$ cat config.mk
export PLATFORM = sky130hd
export DESIGN_NAME = dff_pipe_chain_flat
export DESIGN_NICKNAME = d
export VERILOG_FILES = /design/src/rtl/dff_pipe_chain_pkg.sv /design/src/rtl/dff_pipe_chain_if.sv /design/src/rtl/dff_pipe_stage.sv /design/src/rtl/dff_pipe_chain.sv /design/src/flat_wrapper.sv
export SDC_FILE = /design/constraint.sdc
export NUM_CORES = 1
export LEC_CHECK = 0
export BUFFER_PORTS_ARGS = -buffer_cell sky130_fd_sc_hd__buf_2
export CAP_MARGIN = 20
export CORE_ASPECT_RATIO = 0.8
export CORE_UTILIZATION = 40
export CTS_CLUSTER_SIZE = 8
export DETAILED_ROUTE_END_ITERATION = 8
export GPL_TIMING_DRIVEN = 0
export PLACE_DENSITY = 0.69
export SETUP_SLACK_MARGIN = 0.5
export SYNTH_ARGS = -nofsm -noshare
export SYNTH_HDL_FRONTEND = slang
export SYNTH_SLANG_ARGS = --single-unit
export TNS_END_PERCENT = 30
$ cat constraint.sdc
create_clock -name i_clk -period 2.89 [get_ports i_clk]
set_clock_uncertainty 0.2 [all_clocks]
set_input_delay 0.578 -clock i_clk [delete_from_list [all_inputs] [get_ports i_clk]]
set_output_delay 0.578 -clock i_clk [all_outputs]
set_load 0.005 [all_outputs]
$ cat src/rtl/dff_pipe_chain_pkg.sv
// dff_pipe_chain_pkg
//   Shared defaults for the pipelined register chain. The stage module, the
//   bus interface and the chain top take their default parameter values from
//   here so that every piece of the slice agrees when left at defaults.
package dff_pipe_chain_pkg;

    localparam int DEF_WIDTH = 8;
    localparam int DEF_DEPTH = 4;

endpackage

$ cat src/rtl/dff_pipe_chain_if.sv
// dff_pipe_chain_if
//   Data bus of the register chain.
//   Handshake: valid-only, no ready. The producer (master) presents i_data
//   with i_valid; the chain never pushes back, so a word is accepted on every
//   enabled clock edge where i_valid=1. On the output side o_valid marks
//   o_data as meaningful; the consumer cannot stall it.
//   Signals:
//     i_valid, i_data          master -> chain  input word
//     o_valid, o_data          chain -> master  last stage
//     o_taps                   chain -> master  all stage data, stage 0 in the low bits
//     o_vtaps                  chain -> master  all stage valids, bit k = stage k
//     o_count                  chain -> master  number of valid stages
import dff_pipe_chain_pkg::*;

interface dff_pipe_chain_if #(
    parameter int WIDTH = DEF_WIDTH,
    parameter int DEPTH = DEF_DEPTH
) ();
    localparam int CW = ($clog2(DEPTH + 1) < 1) ? 1 : $clog2(DEPTH + 1);

    logic                   i_valid;
    logic [WIDTH-1:0]       i_data;
    logic                   o_valid;
    logic [WIDTH-1:0]       o_data;
    logic [DEPTH*WIDTH-1:0] o_taps;
    logic [DEPTH-1:0]       o_vtaps;
    logic [CW-1:0]          o_count;

    modport master (
        output i_valid, i_data,
        input  o_valid, o_data, o_taps, o_vtaps, o_count
    );

    modport slave (
        input  i_valid, i_data,
        output o_valid, o_data, o_taps, o_vtaps, o_count
    );
endinterface

$ cat src/rtl/dff_pipe_stage.sv
// dff_pipe_stage
//   One stage of the chain: a WIDTH-bit data register plus its valid bit.
//   Ports:
//     i_clk, i_rst_n   clock, asynchronous active-low reset
//     i_clear          synchronous clear (wins over i_en)
//     i_en             advance enable; low = hold
//     i_valid, i_data  word from the previous stage (or the chain input)
//     o_valid, o_data  registered stage contents
//   The data register only loads when the incoming word is valid, so a
//   bubble leaves the previous data in place instead of zeroing it.
import dff_pipe_chain_pkg::*;

module dff_pipe_stage #(
    parameter int               WIDTH     = DEF_WIDTH,
    parameter logic [WIDTH-1:0] RESET_VAL = '0
) (
    input  logic             i_clk,
    input  logic             i_rst_n,
    input  logic             i_clear,
    input  logic             i_en,
    input  logic             i_valid,
    input  logic [WIDTH-1:0] i_data,
    output logic             o_valid,
    output logic [WIDTH-1:0] o_data
);

    always_ff @(posedge i_clk or negedge i_rst_n) begin
        if (!i_rst_n) begin
            o_valid <= 1'b0;
            o_data  <= RESET_VAL;
        end else if (i_clear) begin
            o_valid <= 1'b0;
            o_data  <= RESET_VAL;
        end else if (i_en) begin
            o_valid <= i_valid;
            if (i_valid) begin
                o_data <= i_data;
            end
        end
    end

endmodule

$ cat src/rtl/dff_pipe_chain.sv
// dff_pipe_chain
//   WIDTH-bit, DEPTH-stage delay line with per-stage valid tracking, a
//   global stall enable, synchronous clear, stage taps and an occupancy
//   counter. A word accepted on an enabled edge reaches o_data after DEPTH
//   enabled edges (capture edge included); stalled cycles add latency 1:1.
//   Ports:
//     i_clk, i_rst_n   clock, asynchronous active-low reset
//     i_clear          synchronous clear, priority over i_en
//     i_en             advance enable; 0 freezes the whole chain
//     bus              dff_pipe_chain_if slave: input word, last stage,
//                      taps, valid taps and occupancy count
//   All outputs come straight from registers.
import dff_pipe_chain_pkg::*;

module dff_pipe_chain #(
    parameter int               WIDTH     = DEF_WIDTH,
    parameter int               DEPTH     = DEF_DEPTH,
    parameter logic [WIDTH-1:0] RESET_VAL = '0
) (
    input  logic           i_clk,
    input  logic           i_rst_n,
    input  logic           i_clear,
    input  logic           i_en,
    dff_pipe_chain_if.slave bus
);

    localparam int CW = ($clog2(DEPTH + 1) < 1) ? 1 : $clog2(DEPTH + 1);

    logic [DEPTH-1:0] vld;
    logic [WIDTH-1:0] dat [DEPTH];
    logic [CW-1:0]    count;

    for (genvar k = 0; k < DEPTH; k++) begin : g_stage
        logic             in_valid;
        logic [WIDTH-1:0] in_data;

        if (k == 0) begin : g_head
            assign in_valid = bus.i_valid;
            assign in_data  = bus.i_data;
        end else begin : g_body
            assign in_valid = vld[k-1];
            assign in_data  = dat[k-1];
        end

        dff_pipe_stage #(
            .WIDTH     (WIDTH),
            .RESET_VAL (RESET_VAL)
        ) u_stage (
            .i_clk   (i_clk),
            .i_rst_n (i_rst_n),
            .i_clear (i_clear),
            .i_en    (i_en),
            .i_valid (in_valid),
            .i_data  (in_data),
            .o_valid (vld[k]),
            .o_data  (dat[k])
        );

        assign bus.o_taps[k*WIDTH +: WIDTH] = dat[k];
    end

    // Occupancy tracks the valid bits incrementally: a word entering adds
    // one, a word leaving the last stage removes one, both cancel. This
    // keeps count equal to the number of set valid bits without an adder
    // tree, and it can never leave 0..DEPTH.
    always_ff @(posedge i_clk or negedge i_rst_n) begin
        if (!i_rst_n) begin
            count <= '0;
        end else if (i_clear) begin
            count <= '0;
        end else if (i_en) begin
            case ({bus.i_valid, vld[DEPTH-1]})
                2'b10:   count <= count + CW'(1);
                2'b01:   count <= count - CW'(1);
                default: count <= count;
            endcase
        end
    end

    assign bus.o_valid = vld[DEPTH-1];
    assign bus.o_data  = dat[DEPTH-1];
    assign bus.o_vtaps = vld;
    assign bus.o_count = count;

endmodule

$ cat src/flat_wrapper.sv
// flat-port wrapper written by rule: the top's interface ports become plain ports
module dff_pipe_chain_flat 
#(
    parameter int               WIDTH     = DEF_WIDTH,
    parameter int               DEPTH     = DEF_DEPTH,
    parameter logic [WIDTH-1:0] RESET_VAL = '0
)
  (i_clk, i_rst_n, i_clear, i_en, bus_i_valid, bus_i_data, bus_o_valid, bus_o_data, bus_o_taps, bus_o_vtaps, bus_o_count);
  dff_pipe_chain_if #(.WIDTH(WIDTH), .DEPTH(DEPTH)) bus_i ();
  input  logic i_clk;
  input  logic i_rst_n;
  input  logic i_clear;
  input  logic i_en;
  input wire logic [$bits(bus_i.i_valid)-1:0] bus_i_valid;
  input wire logic [$bits(bus_i.i_data)-1:0] bus_i_data;
  output wire logic [$bits(bus_i.o_valid)-1:0] bus_o_valid;
  output wire logic [$bits(bus_i.o_data)-1:0] bus_o_data;
  output wire logic [$bits(bus_i.o_taps)-1:0] bus_o_taps;
  output wire logic [$bits(bus_i.o_vtaps)-1:0] bus_o_vtaps;
  output wire logic [$bits(bus_i.o_count)-1:0] bus_o_count;
  assign bus_i.i_valid = bus_i_valid;
  assign bus_i.i_data = bus_i_data;
  assign bus_o_valid = bus_i.o_valid;
  assign bus_o_data = bus_i.o_data;
  assign bus_o_taps = bus_i.o_taps;
  assign bus_o_vtaps = bus_i.o_vtaps;
  assign bus_o_count = bus_i.o_count;
  dff_pipe_chain #(.WIDTH(WIDTH), .DEPTH(DEPTH), .RESET_VAL(RESET_VAL)) u_core (.i_clk(i_clk), .i_rst_n(i_rst_n), .i_clear(i_clear), .i_en(i_en), .bus(bus_i));
endmodule
==> results.sh <==
export IMPL_status="finished clean"
export IMPL_synth_largest_area_cell="dfrtp_1"
export IMPL_rr_endpoint="u_core.bus.o_count[2]$_DFFE_PN0P_"
export IMPL_slew_headroom_pct=44.4
export IMPL_drtAntennaViolNets=0
export IMPL_min_period_over_period_pct=80.6
export IMPL_gr_total_overflow=0
export IMPL_routedWlPerCell_um=12.7
export IMPL_antenna_found_initial=0
export IMPL_grt_total_usage_pct=20.0
export IMPL_cp_end_kind="flip-flop"
export IMPL_synthCells=188
export IMPL_cts_made_buffers=5
export IMPL_seqPwrFrac_pct=56.1
export IMPL_fillers=396
export IMPL_post_route_min_period_ps=2330
export IMPL_htree_levels=2
export IMPL_combPwrFrac_pct=7.9
export IMPL_crit_fanout=10
export IMPL_cp_arrival_ps=2310
export IMPL_internal_power_uw=750
export IMPL_dpl_hpwl_um=2840
export IMPL_ctsHoldBuffers=0
export IMPL_core_mm2=0.00395
export IMPL_io_pins=61
export IMPL_vias=1550
export IMPL_drc=0
export IMPL_via_per_inst=4.98
export IMPL_ys_ff_latch=39
export IMPL_synth_area_leaders="dfrtp_1 (57%), a21oi_1 (11%), nand3_1 (9.3%)"
export IMPL_sw_frac_of_total_pct=25.0
export IMPL_fin_setup_tns_ps=0
export IMPL_syn_to_final_growth_pct=27.2
export IMPL_fmax_ghz=0.429
export IMPL_grt_max_degree=40
export IMPL_die_x_um=75.4
export IMPL_start_util_pct=43.6
export IMPL_yosysSeqAreaShare_pct=56.6
export IMPL_initialDrtViolationCount=53
export IMPL_slowest_delay_ps=470
export IMPL_stdcell_area_mm2=0.00219
export IMPL_mostFrequentLayoutCell="buf_2"
export IMPL_path_cells="buf_2 -> clkbuf_8 -> nand2b_4 -> xnor2_1 -> ha_1 -> or4b_1 -> a21oi_1 -> mux2_1"
export IMPL_synth_top_area_share_pct=56.6
export IMPL_drive_gt1_share_pct=32.8
export IMPL_fin_nets=269
export IMPL_synth_area_mm2=0.00172
export IMPL_ff2ff_path_depth=6
export IMPL_leakagePower_uw=0.00112
export IMPL_r2r_start="u_core.g_stage[3].u_stage.o_valid$_DFFE_PN0P_"
export IMPL_cts_resized=0
export IMPL_grt_pass1_vias=1378
export IMPL_dpl_cell_area_mm2=0.00211
export IMPL_syn_num_nets=202
export IMPL_power_density_mw_per_mm2=456
export IMPL_gp_congestion=0.756
export IMPL_synthDistinctLibCells=19
export IMPL_stdcell_count=311
export IMPL_worst_pin_slew_ps=835
export IMPL_die_y_um=60.7
export IMPL_mostFrequentLayoutCells="buf_2 (63), nand2_1 (40), a21oi_1 (39), dfrtp_1 (39), nand3_1 (32)"
export IMPL_cp_slowest_cell="or4b_1"
export IMPL_dp_cells=303
export IMPL_rsz0062_at_grt="no"
export IMPL_required_ps=2870
export IMPL_reg2reg_slack_ps=720
export IMPL_cts_root_buffer="clkbuf_8"
export IMPL_peakVddDrop_mv=0.278
export IMPL_setup_violations=0
export IMPL_crit_type="primary input to flip-flop"
export IMPL_cp_start_kind="primary input"
export IMPL_clk_pin_slew_worst_paths_ps=80
export IMPL_ys_warn_count=0
export IMPL_finalHoldViolations=0
export IMPL_grt_pass1_wl_um=6540
export IMPL_drtPass1Iterations=4
export IMPL_clockPowerShare_pct=36.0
export IMPL_io_buffers=60
export IMPL_switchingPower_uw=250
export IMPL_rows=20
export IMPL_cts_tree="yes"
export IMPL_timing_hold_ws_ps=174
export IMPL_max_cap_violations=0
export IMPL_finalWirelength_um=3940
export IMPL_total_power_uw=1000
export IMPL_drv_slew=0
export IMPL_clockBufferDepth=2
export IMPL_post_cts_buffers=0
export IMPL_clock_latency_ps=300
export IMPL_hp_class="primary input to async pin"
export IMPL_syn_area_per_cell_um2=9.16
export IMPL_antenna_cells=0
export IMPL_die_area_mm2=0.00458
export IMPL_cts_sinks=39
## cells by family after synthesis
logic type / after synthesis / share of synthesized area (%)
buf+inv: 25 / 8.28
simple gates: 79 / 20.8
xor+xnor: 2 / 1.02
compound gates: 41 / 11.9
fa+ha+maj: 1 / 0.726
flops: 39 / 56.6
mux: 1 / 0.654
## power groups by stage
| stage | sequential (uW) | combinational [uW] | clock, uW |
|---|---|---|---|
| global placement | 571 | 79.4 | 0 |
| finish | 561 | 79.5 | 360 |
| global route | 562 | 91.1 | 394 |
| CTS | 561 | 80.6 | 364 |
| floorplan | 571 | 39.9 | 0 |
| detailed placement | 572 | 80.4 | 0 |
## critical path, delay by kind of cell
family | cells | cell delay, ps
compound gates | 1 | 170
xor+xnor | 1 | 120
fa+ha+maj | 1 | 190
simple gates | 2 | 610
mux | 1 | 340
buf+inv | 2 | 300
## state kept, by name (all words and copies together) (netlist names)
register	cells
u_core.g_stage.u_stage.o_valid	4
u_core.bus.o_count	3
u_core.g_stage.u_stage.o_data	32
## worst max-delay path by stage
stage / from / to / slack [ps]
finish: bus_i_valid / u_core.bus.o_count[2]$_DFFE_PN0P_ / 560
global placement: bus_i_valid / u_core.bus.o_count[2]$_DFFE_PN0P_ / 260
CTS: bus_i_valid / u_core.bus.o_count[2]$_DFFE_PN0P_ / 560
detailed placement: bus_i_valid / u_core.bus.o_count[2]$_DFFE_PN0P_ / 250
floorplan: bus_i_valid / u_core.bus.o_count[2]$_DFFE_PN0P_ / 510
global route: bus_i_valid / u_core.bus.o_count[2]$_DFFE_PN0P_ / 510
## synthesized netlist by cell type
| cell | count |
|---|---|
| nand2_1 | 40 |
| a21oi_1 | 39 |
| dfrtp_1 | 39 |
| nand3_1 | 32 |
| buf_4 | 12 |
| clkbuf_1 | 8 |
| buf_2 | 3 |
| nand3b_1 | 2 |
| o21ai_0 | 2 |
| xnor2_1 | 2 |
| buf_1 | 1 |
| ha_1 | 1 |
| inv_2 | 1 |
| mux2_1 | 1 |
| nand2b_1 | 1 |
| nor2_1 | 1 |
| nor2b_1 | 1 |
| or3_1 | 1 |
| or4b_1 | 1 |
## metal layers
layer | share of wire, % | vias to the layer above | GRT usage (%)
met1 | 48 | 712 | 27.8
met4 | 1.5 | 0 | 7.94
li1 | - | 766 | -
met5 | 0 | - | 0
met2 | 42 | 66 | 28.6
met3 | 8.3 | 6 | 7.31
## final cells by class
class,instances,area (um2),area share [%]
Inverter,1,3.75,0.171
Tap cell,55,68.8,3.14
Timing Repair Buffer,60,300,13.7
Buffer,24,149,6.80
Multi-Input combinational cell,124,612,27.9
Sequential cell,39,976,44.5
Clock inverter,1,5.00,0.228
Clock buffer,7,76.3,3.48
## through the flow
stage | worst slack, ps | utilization, %
after global routing | 505 | 55.4
after CTS | 559 | 55.4
after global placement | 262 | 53.4
final | 561 | 55.4
after floorplan | 511 | -
after detailed placement | 251 | 53.4
No activity file was read; power rests on OpenSTA's default activity.
